## src/rtl/maxpool_l1_if.sv

```systemverilog
// Pooling-engine handshake and conv-result memory bus.
// The master side is the pooling block; the slave side is the controller/memory.
interface maxpool_l1_if #(
    parameter int DATA_W = 20
);
    logic              start;
    logic              busy;
    logic              done;
    logic              crd;
    logic [11:0]       caddr_rd;
    logic [DATA_W-1:0] cdata_rd;
    logic              cwr;
    logic [11:0]       caddr_wr;
    logic [DATA_W-1:0] cdata_wr;
    logic [2:0]        csel;

    modport master (
        input  start, cdata_rd,
        output busy, done, crd, caddr_rd, cwr, caddr_wr, cdata_wr, csel
    );

    modport slave (
        output start, cdata_rd,
        input  busy, done, crd, caddr_rd, cwr, caddr_wr, cdata_wr, csel
    );
endinterface

```

## src/rtl/maxpool_l1.sv

```systemverilog
// 2x2/stride-2 max pooling of a 64x64 layer-0 map into a 32x32 layer-1 map.
// Define MAXPOOL_DUAL_KERNEL_EN to also pool kernel 1 (L0K1 -> L1K1) before done.
module maxpool_l1 #(
    parameter int DATA_W = 20
) (
    input  logic          clk,
    input  logic          reset,
    maxpool_l1_if.master  bus
);
    typedef enum logic [2:0] {IDLE, READ, LAST, WRITE, DONE} state_t;

    localparam logic [2:0] SEL_NONE = 3'b000;
    localparam logic [2:0] SEL_L0K0 = 3'b001;
    localparam logic [2:0] SEL_L0K1 = 3'b010;
    localparam logic [2:0] SEL_L1K0 = 3'b011;
    localparam logic [2:0] SEL_L1K1 = 3'b100;

    state_t            state_reg, state_next;
    logic [4:0]        r_reg, r_next;
    logic [4:0]        c_reg, c_next;
    logic [1:0]        k_reg, k_next;
    logic              kern_reg, kern_next;
    logic [DATA_W-1:0] max_reg, word_max;
    logic              cap_vld_reg, cap_first_reg;

    logic              busy_reg, busy_next;
    logic              done_reg, done_next;
    logic              crd_reg, crd_next;
    logic [11:0]       caddr_rd_reg, caddr_rd_next;
    logic              cwr_reg, cwr_next;
    logic [11:0]       caddr_wr_reg, caddr_wr_next;
    logic [DATA_W-1:0] cdata_wr_reg, cdata_wr_next;
    logic [2:0]        csel_reg, csel_next;

    // Unsigned compare; strict so equal words keep the earlier value.
    assign word_max = (bus.cdata_rd > max_reg) ? bus.cdata_rd : max_reg;

    always_comb begin
        state_next = state_reg;
        r_next     = r_reg;
        c_next     = c_reg;
        k_next     = k_reg;
        kern_next  = kern_reg;
        case (state_reg)
            IDLE: begin
                if (bus.start) begin
                    state_next = READ;
                    r_next     = 5'd0;
                    c_next     = 5'd0;
                    k_next     = 2'd0;
                    kern_next  = 1'b0;
                end
            end
            READ: begin
                if (k_reg == 2'd3) begin
                    state_next = LAST;
                end else begin
                    k_next = k_reg + 2'd1;
                end
            end
            LAST: state_next = WRITE;
            WRITE: begin
                k_next = 2'd0;
                if (c_reg == 5'd31) begin
                    c_next = 5'd0;
                    if (r_reg == 5'd31) begin
                        r_next = 5'd0;
`ifdef MAXPOOL_DUAL_KERNEL_EN
                        if (!kern_reg) begin
                            kern_next  = 1'b1;
                            state_next = READ;
                        end else begin
                            state_next = DONE;
                        end
`else
                        state_next = DONE;
`endif
                    end else begin
                        r_next     = r_reg + 5'd1;
                        state_next = READ;
                    end
                end else begin
                    c_next     = c_reg + 5'd1;
                    state_next = READ;
                end
            end
            DONE:    state_next = IDLE;
            default: state_next = IDLE;
        endcase
    end

    // Outputs are derived from the next state so they are registered yet
    // line up with the state they belong to.
    always_comb begin
        busy_next     = (state_next == READ) || (state_next == LAST) || (state_next == WRITE);
        done_next     = (state_next == DONE);
        crd_next      = (state_next == READ);
        cwr_next      = (state_next == WRITE);
        caddr_rd_next = caddr_rd_reg;
        caddr_wr_next = caddr_wr_reg;
        cdata_wr_next = cdata_wr_reg;
        csel_next     = SEL_NONE;
        if (crd_next) begin
            // A = r*128 + c*2; k selects the +1 column and +64 row offsets.
            caddr_rd_next = {r_next, k_next[1], c_next, k_next[0]};
            csel_next     = kern_next ? SEL_L0K1 : SEL_L0K0;
        end
        if (cwr_next) begin
            caddr_wr_next = {2'b00, r_reg, c_reg};
            cdata_wr_next = word_max;
            csel_next     = kern_next ? SEL_L1K1 : SEL_L1K0;
        end
    end

    always_ff @(posedge clk or posedge reset) begin
        if (reset) begin
            state_reg     <= IDLE;
            r_reg         <= 5'd0;
            c_reg         <= 5'd0;
            k_reg         <= 2'd0;
            kern_reg      <= 1'b0;
            max_reg       <= '0;
            cap_vld_reg   <= 1'b0;
            cap_first_reg <= 1'b0;
            busy_reg      <= 1'b0;
            done_reg      <= 1'b0;
            crd_reg       <= 1'b0;
            caddr_rd_reg  <= 12'd0;
            cwr_reg       <= 1'b0;
            caddr_wr_reg  <= 12'd0;
            cdata_wr_reg  <= '0;
            csel_reg      <= SEL_NONE;
        end else begin
            state_reg     <= state_next;
            r_reg         <= r_next;
            c_reg         <= c_next;
            k_reg         <= k_next;
            kern_reg      <= kern_next;
            // Read data trails crd by one cycle; track which word is arriving.
            cap_vld_reg   <= crd_reg;
            cap_first_reg <= crd_reg && (k_reg == 2'd0);
            if (cap_vld_reg) begin
                max_reg <= cap_first_reg ? bus.cdata_rd : word_max;
            end
            busy_reg      <= busy_next;
            done_reg      <= done_next;
            crd_reg       <= crd_next;
            caddr_rd_reg  <= caddr_rd_next;
            cwr_reg       <= cwr_next;
            caddr_wr_reg  <= caddr_wr_next;
            cdata_wr_reg  <= cdata_wr_next;
            csel_reg      <= csel_next;
        end
    end

    assign bus.busy     = busy_reg;
    assign bus.done     = done_reg;
    assign bus.crd      = crd_reg;
    assign bus.caddr_rd = caddr_rd_reg;
    assign bus.cwr      = cwr_reg;
    assign bus.caddr_wr = caddr_wr_reg;
    assign bus.cdata_wr = cdata_wr_reg;
    assign bus.csel     = csel_reg;
endmodule
```

## src/flat_wrapper.sv

```systemverilog
// flat-port wrapper written by rule: the top's interface ports become plain ports
module maxpool_l1_flat 
#(
    parameter int DATA_W = 20
)
  (clk, reset, bus_start, bus_cdata_rd, bus_busy, bus_done, bus_crd, bus_caddr_rd, bus_cwr, bus_caddr_wr, bus_cdata_wr, bus_csel);
  maxpool_l1_if #(.DATA_W(DATA_W)) bus_i ();
  input  logic clk;
  input  logic reset;
  input wire logic [$bits(bus_i.start)-1:0] bus_start;
  input wire logic [$bits(bus_i.cdata_rd)-1:0] bus_cdata_rd;
  output wire logic [$bits(bus_i.busy)-1:0] bus_busy;
  output wire logic [$bits(bus_i.done)-1:0] bus_done;
  output wire logic [$bits(bus_i.crd)-1:0] bus_crd;
  output wire logic [$bits(bus_i.caddr_rd)-1:0] bus_caddr_rd;
  output wire logic [$bits(bus_i.cwr)-1:0] bus_cwr;
  output wire logic [$bits(bus_i.caddr_wr)-1:0] bus_caddr_wr;
  output wire logic [$bits(bus_i.cdata_wr)-1:0] bus_cdata_wr;
  output wire logic [$bits(bus_i.csel)-1:0] bus_csel;
  assign bus_i.start = bus_start;
  assign bus_i.cdata_rd = bus_cdata_rd;
  assign bus_busy = bus_i.busy;
  assign bus_done = bus_i.done;
  assign bus_crd = bus_i.crd;
  assign bus_caddr_rd = bus_i.caddr_rd;
  assign bus_cwr = bus_i.cwr;
  assign bus_caddr_wr = bus_i.caddr_wr;
  assign bus_cdata_wr = bus_i.cdata_wr;
  assign bus_csel = bus_i.csel;
  maxpool_l1 #(.DATA_W(DATA_W)) u_core (.clk(clk), .reset(reset), .bus(bus_i));
endmodule
```

## config.mk

```make
export PLATFORM = sky130hd
export DESIGN_NAME = maxpool_l1_flat
export DESIGN_NICKNAME = d
export VERILOG_FILES = /design/src/rtl/maxpool_l1_if.sv /design/src/rtl/maxpool_l1.sv /design/src/flat_wrapper.sv
export SDC_FILE = /design/constraint.sdc
export NUM_CORES = 1
export LEC_CHECK = 0
export ABC_CLOCK_PERIOD_IN_PS = 2700
export BUFFER_PORTS_ARGS = -buffer_cell sky130_fd_sc_hd__buf_2
export CORE_AREA = 4 4 116 118
export CTS_CLUSTER_SIZE = 24
export DETAILED_ROUTE_END_ITERATION = 12
export DIE_AREA = 0 0 120 122
export PLACE_DENSITY_LB_ADDON = 0.1
export SKIP_CTS_REPAIR_TIMING = 1
export SLEW_MARGIN = 5
export SYNTH_ARGS = -nofsm -noshare
export SYNTH_HDL_FRONTEND = slang
export SYNTH_SLANG_ARGS = --single-unit
```

## constraint.sdc

```tcl
create_clock -name clk -period 2.7 [get_ports clk]
set_input_delay 0.27 -clock clk [delete_from_list [all_inputs] [get_ports clk]]
set_output_delay 0.27 -clock clk [all_outputs]
set_load 0.02 [all_outputs]
```

# --- Word level (Yosys, flattened, before mapping) ---
# Cells that the tools add are included.
op_classes:
  addsub: 3
  n_lt_le_gt_ge: 1
  n_eq_ne: 10
  muxes: 23
  n_reduce_logical: 5
op_table:
  columns: ["cell", "count"]
  rows:
  - ["two-way mux 20 bit", 2]
  - ["two-way mux 5 bit", 5]
  - ["two-way mux 3 bit", 7]
  - ["> comparator 20 bit", 1]
  - ["one-hot mux 5 bit (2 select lines)", 2]
  - ["== test 3 x 2 -> 1 bit, second input constant", 4]
  - ["one-hot mux 3 bit (4 select lines)", 1]
  - ["adder 5 x 1 -> 5 bit, second input constant", 2]
  - ["== test 5 bit, second input constant", 2]
  - ["== test 3 x 1 -> 1 bit, second input constant", 2]
  - ["two-way mux 2 bit", 3]
  - ["one-hot mux 2 bit (3 select lines)", 1]
  - ["== test 3 bit, second input constant", 1]
  - ["zero test 3 bit", 1]
  - ["adder 2 x 1 -> 2 bit, second input constant", 1]
  - ["== test 2 bit, second input constant", 1]
  - ["zero test 2 bit", 1]
  - ["logical OR 1 bit", 2]
  - ["two-way mux 1 bit", 2]
  - ["logical AND 1 bit", 1]
word_totals:
  regBits: 87
  inputBits: 23
  elab_cells: 58

# --- Depth between registers and ports, before layout ---
# Gate-level depths: netlist (run 1).
depth:
  ltp_word: 7
  mapped_depth: 10
  ltp_nobuf: 9

# --- Worst setup path after synthesis (run 1) ---
# No wires, ideal clock.
synth_timing:
  path_type: "reg2reg"
  start: "reg u_core.c_reg[0]"
  end: "reg u_core.caddr_rd_reg[1] (netlist: u_core.bus.caddr_rd[1])"
  setup_time_ns: 0.125
  arrival_ns: 2.145
  t_required_ns: 2.575
  setup_slack_ns: 0.431
  stages_incl_launch_ff: 11
  synth_period_minus_slack_ns: 2.269
  cell_sequence: "dfrtp_1 ha_1 and3_1 ha_1 clkbuf_1 nand2_1 nand2_1 a21boi_2 nor2_1 buf_4 mux2_2"
synth_via:
  elab_chain_len: 4
synth_lines:
  columns: ["element", "line", "text"]
  rows:
  - ["start, declared", "maxpool_l1.sv:20", "logic [4:0] c_reg, c_next;"]
  - ["start signal, assigned", "maxpool_l1.sv:136", "c_reg <= c_next;"]
  - ["== test 5 bit", "maxpool_l1.sv:64", "if (c_reg == 5'd31) begin"]
  - ["two-way mux 3 bit", "maxpool_l1.sv:64", null]
  - ["one-hot mux 3 bit (4 select lines)", "maxpool_l1.sv:44", "case (state_reg)"]
  - ["== test 3 x 1 -> 1 bit", "maxpool_l1.sv:97", "crd_next = (state_next == READ);"]
  - ["via u_core.crd_next", "maxpool_l1.sv:28", "logic crd_reg, crd_next;"]
  - ["end signal, assigned", "maxpool_l1.sv:148", "caddr_rd_reg <= caddr_rd_next;"]
  - ["end, declared", "maxpool_l1.sv:29", "logic [11:0] caddr_rd_reg, caddr_rd_next;"]
# The timed path passes the listed nets, and every way through them passes these cells.
# A chain may end at the register's enable or synchronous reset.

# --- Worst setup path after layout (run 1) ---
layout_timing:
  start: "reg u_core.max_reg[7]"
  end: "reg u_core.cdata_wr_reg[13] (netlist: u_core.bus.cdata_wr[13])"
layout_via:
  elab_chain_len: 2
layout_lines:
  columns: ["element", "line", "text"]
  rows:
  - ["start, declared", "maxpool_l1.sv:23", "logic [DATA_W-1:0] max_reg, word_max;"]
  - ["start signal, assigned", "maxpool_l1.sv:143", "max_reg <= cap_first_reg ? bus.cdata_rd : word_max;"]
  - ["> comparator 20 bit", "maxpool_l1.sv:36", "assign word_max = (bus.cdata_rd > max_reg) ? bus.cdata_rd : max_reg;"]
  - ["two-way mux 20 bit", "maxpool_l1.sv:36", null]
  - ["end signal, assigned", "maxpool_l1.sv:151", "cdata_wr_reg <= cdata_wr_next;"]
  - ["end, declared", "maxpool_l1.sv:32", "logic [DATA_W-1:0] cdata_wr_reg, cdata_wr_next;"]
# No other way between the ends.

==> results of run 1 <==
==> layout make-up <==
cell class / instances / area, um2 / area share (%)
flip-flops and latches: 87 / 2177 / 41.96
well taps: 172 / 215.2 / 4.148
inverters: 26 / 98.84 / 1.905
clock inverters: 5 / 106.4 / 2.050
clock buffers: 11 / 232.7 / 4.485
multi-input cells: 238 / 1893 / 36.48
repair buffers: 84 / 465.4 / 8.970
==> power groups by stage <==
stage / Clock [uW] / Sequential [uW] / Combinational, uW
after global routing: 1520 / 1840 / 1330
final: 1420 / 1800 / 1180
after global placement: 0 / 1810 / 1190
after floorplan: 0 / 1960 / 703
after CTS: 1460 / 1800 / 1210
after detailed placement: 0 / 1820 / 1200
==> cells in the mapped netlist, types with 3 or more instances <==
| cell | instances |
|---|---|
| sky130_fd_sc_hd__buf_4 | 3 |
| sky130_fd_sc_hd__nor2b_1 | 3 |
| sky130_fd_sc_hd__inv_1 | 26 |
| sky130_fd_sc_hd__buf_2 | 11 |
| sky130_fd_sc_hd__a21oi_1 | 16 |
| sky130_fd_sc_hd__ha_1 | 24 |
| sky130_fd_sc_hd__o21ai_0 | 12 |
| sky130_fd_sc_hd__o221a_1 | 3 |
| sky130_fd_sc_hd__nand2_1 | 18 |
| sky130_fd_sc_hd__o221a_2 | 17 |
| sky130_fd_sc_hd__nor3_1 | 3 |
| sky130_fd_sc_hd__mux2_2 | 19 |
| sky130_fd_sc_hd__a221o_1 | 21 |
| sky130_fd_sc_hd__clkbuf_1 | 5 |
| sky130_fd_sc_hd__nand2b_1 | 25 |
| sky130_fd_sc_hd__nand4_1 | 6 |
| sky130_fd_sc_hd__nor2_1 | 14 |
| sky130_fd_sc_hd__nand3_1 | 3 |
| sky130_fd_sc_hd__and3_1 | 6 |
| sky130_fd_sc_hd__mux2_1 | 3 |
| sky130_fd_sc_hd__a22o_1 | 23 |
| sky130_fd_sc_hd__dfrtp_1 | 87 |
==> cells by family after synthesis <==
group,count (synthesis),share of synthesized area [%]
other cells,1,0.08748
simple gates,85,10.68
fa+ha+maj,24,7.005
compound gates,105,20.52
flops,87,50.79
mux,22,5.779
buf+inv,48,5.137
==> worst max-delay path, cell delays in order, from the launching register on <==
cell and delay (ns):
sky130_fd_sc_hd__dfrtp_1 0.40, sky130_fd_sc_hd__inv_1 0.06, sky130_fd_sc_hd__ha_1 0.30, sky130_fd_sc_hd__a21oi_1 0.15, sky130_fd_sc_hd__o21ai_0 0.14, sky130_fd_sc_hd__a22o_1 0.23
sky130_fd_sc_hd__a311o_1 0.36, sky130_fd_sc_hd__a21o_1 0.19, sky130_fd_sc_hd__buf_4 0.19, sky130_fd_sc_hd__o221a_2 0.28
==> worst max-delay path by stage <==
stage	end	cells past startpoint	startpoint	slack [ns]
floorplan	u_core.bus.busy	1	reset	0.18
finish	u_core.bus.cdata_wr[13]	9	u_core.max_reg[7]	0.29
CTS	u_core.bus.cdata_wr[13]	9	u_core.max_reg[7]	0.28
global route	u_core.bus.cdata_wr[13]	9	u_core.max_reg[7]	0.1
global placement	u_core.bus.cdata_wr[14]	9	u_core.max_reg[15]	0.34
detailed placement	u_core.bus.cdata_wr[12]	9	u_core.max_reg[15]	0.29
==> stage by stage <==
stage,utilization [%],total power [uW],cell area (um2),instances,hold slack (ns)
after floorplan,-,2666,4290,373,0.4160
after global placement,38.90,3004,4850,607,0.3660
after CTS,41.62,4466,5189,623,-0.01546
final,41.62,4402,5189,623,-0.03457
after global routing,41.62,4694,5189,623,0.01325
after detailed placement,38.90,3014,4850,607,0.3583
==> per-layer routing <==
layer  vias up  part of all wire (%)  track usage [%]
met3        13                   5.3            5.200
met2        78                    48            25.32
met4         0                   1.6            5.011
met1      1565                    45            18.74
li1       1530                     -                -
met5         -                     0                0
==> results, run 1 <==
- The unique cell type count in the Yosys netlist is 41.
- For this design the total switching power over the nets is 1375 uW.
- The clock latency of the later-clocked register in the worst-skew pair is 0.35 ns.
- The endpoint of the lowest-slack register-to-register path is u_core.bus.cdata_wr[13].
- The checks that failed: negative hold slack.
- Before antenna repair, the detailed router went through 4 iterations.
- Counting flops and latches in the post-synthesis netlist gives 87.
- The number of enable flip-flop cells after synthesis is 0.
- The die is 120 um wide.
- The synthesized design spends more area on one cell type than any other, namely sky130_fd_sc_hd__dfrtp_1.
- Across all hold checks on the routed design, the worst slack comes to -0.03457 ns.
- The setup TNS is 0 ns.
- The cell at the root of the clock tree is sky130_fd_sc_hd__clkbuf_16.
- Global routing used 15.27% of the available tracks across all layers.
- The first global-routing pass estimated 17440 um of wire.
- After synthesis, the share of flip-flops with an asynchronous set or reset is 100.0%.
- Global routing finished with a remaining overflow of 0.
- The setup-violating endpoint count in the final report is 0.
- At the end of routability-driven placement, the weighted congestion stood at 0.7532.
- The startpoint identified for the worst register-to-register timing path is u_core.max_reg[7].
- The clock drives 87 sinks.
- Once detail routing completed, the nets flagged for antenna violations numbered 0.
- After clock tree synthesis, the clock-pin slew on the worst setup and hold paths is 0.06 ns.
- The area added between synthesis and finish is 21.05%.
- The final critical path time including I/O delays and setup is 2.409 ns.
- The run finished, with violations left.
- The clock tree from TritonCTS is built.
- Setup repair after global routing left no endpoint under its margin.
- Per report_power, the clock group accounts for 32.3% of the total.
- Timing would allow up to 0.4150 GHz.
- The sequential cell area fraction in the yosys report is 50.79%.
- The mean instance size in the synthesized netlist is 11.52 um2.
- The number of remaining DRC errors is 0.
- The slew at the pin with the worst max-slew slack is 0.8464 ns.
- The HPWL after detailed placement is 7151 um.
- The fraction of layout instances using a drive strength above 1 is 30.38%.
- After synthesis, the cell types taking the most area are sky130_fd_sc_hd__dfrtp_1 (51%), sky130_fd_sc_hd__ha_1 (7.0%), sky130_fd_sc_hd__mux2_2 (5.0%), sky130_fd_sc_hd__a221o_1 (4.9%), sky130_fd_sc_hd__a22o_1 (4.7%).
- Counting the fill cells in the layout gives 1228.
- The clock passes through at most 2 buffers.
- Of the total power, the share spent switching nets is 31.23%.
- The biggest fanout along the worst timing path is 10.
- Leaving out fill and tap cells, the most frequent cells in the layout are sky130_fd_sc_hd__dfrtp_1 (87), sky130_fd_sc_hd__buf_2 (71), sky130_fd_sc_hd__nand2b_1 (25), sky130_fd_sc_hd__inv_1 (25), sky130_fd_sc_hd__ha_1 (24).
- The post-synthesis cell count is 372.
- The detail-routed via count per cell is 5.114.
- The nature of the critical path endpoint is a register.
- OpenSTA, run right after detailed placement, puts the worst setup slack at 0.2892 ns.
- After the last flow step, the layout net total stands at 493.
- The max-capacitance violation count is 0.
- The antenna cell count is 0.
- For this design the static power due to leakage is 0.002504 uW.
- The pin count of the biggest net entering global routing is 36.
- Summing over every cut layer, the via total after detailed routing is 3186.
- The height of the die is 122 um.
- Measured in cells, the most critical reg-to-reg path has a length of 9.
- CTS built an H-tree with a depth of 3.
- The number of global-route vias before repair is 3345.
- The initialized floorplan defines 41 standard-cell rows.
- The worst hold path belongs to the class input pin to asynchronous set/reset pin.
- During synthesis, Yosys emitted a total of 0 warnings.
- The final-report hold violation count is 33.
- The kind of start point of the critical path is a register.
- The worst pin sits at a relative slew slack of 43.57%.
- The floorplan step defined a die boundary enclosing 14640 um2.
- In this run the count of I/O pins placed on the die edge is 74.
- The mapped netlist covers 4287 um2.
- The share of synthesized area in the top cell type comes to 50.79%.
- Of the total power, combinational logic draws 26.9%.
- The maximum VDD drop is 0.0003373 V.
- The period utilization is 89.24%.
- The total power density per cell area is 848.4 nW/um2.
- Setup slack on the worst reg-to-reg path comes out at 0.29 ns.
- The detailed router finished its first iteration with 193 violations.
- In the synthesized netlist the dominant register cell turns out to be sky130_fd_sc_hd__dfrtp_1.
- The most common cell after layout, fill and taps aside is sky130_fd_sc_hd__dfrtp_1.
- The final max-slew violation count was 0.
- The total wirelength of the detailed-routed design is 10330 um.
- For the worst setup path, the data required time is 2.93 ns.
- The initial utilization of the core area, before any placement, comes to 34.39%.
- The core footprint is 12470 um2.
- The number of antenna violations at the first check in global routing is 0.
- STA puts the critical path data arrival time at 2.64 ns.
- On the final layout, the worst clock skew is 0.009717 ns.
- The sequential share of power is 40.9%.
- The worst setup path is of the register to register kind.
- Cell internal power was estimated by the tool at 3027 uW.
- The post-detailed-route wirelength per cell is 16.58 um.
- Input and output buffers added on the ports amount to 71.
- Clock tree synthesis inserted a total of 9 buffers.
- The post-route worst setup slack is 0.2906 ns.
Note: power is estimated with default switching activity, not from simulation.
==> run 2: changes to the inputs <==
==> constraint.sdc (replaced) <==
create_clock -name clk -period 2.7 [get_ports clk]
set_input_delay 0.675 -clock clk [delete_from_list [all_inputs] [get_ports clk]]
set_output_delay 0.675 -clock clk [all_outputs]
set_load 0.02 [all_outputs]
==> results, run 2 (synthesized netlist as in run 1, its figures left out) <==
- Outcome: complete, no violations (was finished with violations).
- The detail-routed via count per cell is 5.115 (was 5.114).
- The setup TNS is 0 ns (unchanged).
- The normalized max-slew margin is 42.33% (was 43.57%).
- The number of sinks handled by clock tree synthesis was 87 (unchanged).
- The initial core utilization is 34.39% (unchanged).
- The kind of start point of the critical path was a register (unchanged).
- The number of antenna violations at the first check in global routing is 0 (unchanged).
- The leakage power came to 0.002554 uW (was 0.002504 uW).
- The remaining antenna violation count is 0 (unchanged).
- The number of H-tree branching levels is 3 (unchanged).
- The I/O pin count is 74 (unchanged).
- By instance count, the cell type seen most on the critical path is sky130_fd_sc_hd__buf_4.
- The global-route wire length before repair is 17610 um (was 17440 um).
- Critical-path cell list: inv_1, ha_1, a21oi_1, o21ai_1, a221o_1, a311o_1, buf_4, nand3_1, buf_4, o221a_1 (was inv_1, ha_1, a21oi_1, o21ai_0, a22o_1, a311o_1, a21o_1, buf_4, o221a_2).
- The final max-slew violation count was 0 (unchanged).
- The core footprint is 12470 um2 (unchanged).
- The critical path start-end classification is register to register (unchanged).
- The TritonCTS buffer count came to 9 (unchanged).
- The overall fraction of global-route tracks in use is 15.36% (was 15.27%).
- The number of placement rows is 41 (unchanged).
- The overall die area was 14640 um2 (unchanged).
- The final weighted congestion in routability-driven placement is 0.8005 (was 0.7532).
- The total power density per cell area is 819.5 nW/um2 (was 848.4 nW/um2).
- The register clock-pin slew on the reported worst setup and hold paths was 0.06 ns (about the same).
- The most common cell after layout, fill and taps aside was sky130_fd_sc_hd__dfrtp_1 (unchanged).
- The nature of the critical path endpoint is a register (unchanged).
- The setup-violating endpoint count in the final report is 0 (unchanged).
- The period utilization is 89.40% (was 89.24%).
- The instance count after placement with tap cells included came to 620 (was 607).
- The number of global-route vias before repair is 3419 (was 3345).
- The fraction of layout instances using a drive strength above 1 is 32.76% (was 30.38%).
- The data arrival at the endpoint of the critical path was 2.69 ns (was 2.64 ns).
- The final critical path time including I/O delays and setup was 2.414 ns (was 2.409 ns).
- The pin count of the biggest net entering global routing is 34 (was 36).
- The worst hold slack after final layout is 0.4137 ns (was -0.03457 ns).
- RSZ-0062 raised after global routing: no (unchanged).
- The width of the chip is 120 um (unchanged).
- The clock tree skew after final layout was 0.008691 ns (was 0.009717 ns).
- The clock tree from TritonCTS is built (unchanged).
- The starting DRC count in detailed routing is 193 (unchanged).
- The biggest fanout along the worst timing path is 8 (was 10).
- The cell at the root of the clock tree was sky130_fd_sc_hd__clkbuf_16 (unchanged).
- The fill cell instance count of the final layout is 1232 (was 1228).
- The register area is 2177 um2 (unchanged).
- The setup slack of the most critical reg-to-reg path is 0.29 ns (about the same).
- The final-report hold violation count is 0 (was 33).
- The aggregate global routing overflow is 0 (unchanged).
- The clock latency of the later-clocked register in the worst-skew pair was 0.35 ns (about the same).
- The required time of the worst setup path was 2.98 ns (was 2.93 ns).
- The antenna cell count is 0 (unchanged).
- The number of remaining DRC errors is 0 (unchanged).
- Commonest cells after routing, fill and taps aside: sky130_fd_sc_hd__dfrtp_1 (87), sky130_fd_sc_hd__buf_2 (71), sky130_fd_sc_hd__nand2b_1 (25), sky130_fd_sc_hd__inv_1 (25) (was sky130_fd_sc_hd__dfrtp_1 (87), sky130_fd_sc_hd__buf_2 (71), sky130_fd_sc_hd__nand2b_1 (25), sky130_fd_sc_hd__inv_1 (25), sky130_fd_sc_hd__ha_1 (24)).
- The total wirelength of the detailed-routed design is 10230 um (was 10330 um).
- The post-detailed-route wirelength per cell is 16.09 um (was 16.58 um).
- The number of search-and-repair iterations in the first detailed-routing pass is 6 (was 4).
- The maximum VDD drop is 0.0004357 V (was 0.0003373 V).
- The buffer depth of the longest clock path is 2 (unchanged).
- The number of standard cells in the layout, taps in and fillers out is 636 (was 623).
- The HPWL after detailed placement is 7256 um (was 7151 um).
- The final net count is 506 (was 493).
- The class of the tightest hold or removal check is input pin to asynchronous set/reset pin (unchanged).
- The number of buffer cells added on primary ports is 71 (unchanged).
- The area added between synthesis and finish is 23.12% (was 21.05%).
- The height of the die is 122 um (unchanged).
- The maximum single-stage delay on the critical path is 0.40 ns (about the same).
- The top achievable clock speed is 0.4143 GHz (was 0.4150 GHz).
- The slowest cell on the critical path is sky130_fd_sc_hd__dfrtp_1 (unchanged).
- The slew at the pin with the worst max-slew slack came to 0.8651 ns (was 0.8464 ns).
- The total number of vias is 3253 (was 3186).
- The area occupied by multi-input gates is 1893 um2 (unchanged).
- The max-capacitance violation count was 0 (unchanged).
run 2: cell types whose count changed in the layout (fill, tap and decap cells not counted), sizes merged:
cell	before	now
buf	84	97
bufinv	3	1
clkinv	2	0
clkinvlp	1	3
inv	25	27
run 2: path summary, 6_finish.rpt:
| check | start | end | depth (start not counted) |
|---|---|---|---|
| max | u_core.max_reg[13] | u_core.bus.cdata_wr[10] | 10 |
| min | reset | u_core.bus.cdata_wr[0] | 2 |
| max reg2reg | u_core.max_reg[13] | u_core.bus.cdata_wr[10] | 10 |
| min reg2reg | u_core.bus.crd | u_core.cap_vld_reg | 0 |
| max in group asynchronous | reset | u_core.max_reg[11] | 3 |
| min in group clk | u_core.bus.crd | u_core.cap_vld_reg | 0 |
run 2: worst max-delay path: cells and delay by family (launching register included):
family          cells  cell delay, ns
simple gates        1            0.15
buf+inv             3            0.41
flops               1            0.40
fa+ha+maj           1            0.30
compound gates      5            1.09
run 2: metrics by stage:
| step | utilization, % | total power, uW | area, um2 | setup WS, ns |
|---|---|---|---|---|
| final | 42.34 | 4325 | 5278 | 0.2861 |
| after detailed placement | 39.81 | 3056 | 4962 | -0.09991 |
| after floorplan | - | 2667 | 4294 | 0.1624 |
| after CTS | 42.34 | 4390 | 5278 | 0.2481 |
| after global routing | 42.34 | 4625 | 5278 | 0.07561 |
| after global placement | 39.81 | 3043 | 4962 | -0.07042 |
run 2: cell type report:
type                    count  share of cell area, %
clock buffers              11                  4.789
clock inverters             5                  1.185
inverters                  26                  1.920
multi-input cells         238                  35.87
flip-flops and latches     87                  41.25
well taps                 172                  4.078
repair buffers             97                  10.91
run 2: per-layer routing:
metal  vias to the layer above  global-route usage [%]  wire length, um
met1                      1612                   19.20             4519
met5                         -                       0                0
li1                       1555                       -                -
met2                        72                   25.61             5099
met3                        14                   3.993              414
met4                         0                   5.870              199
run 2: power by group:
part | internal [uW] | leakage, uW | total [uW] | switching, uW
clock network | 774 | 0.000149 | 1310 | 539
logic | 568 | 0.00142 | 1210 | 646
registers | 1580 | 0.000987 | 1800 | 219
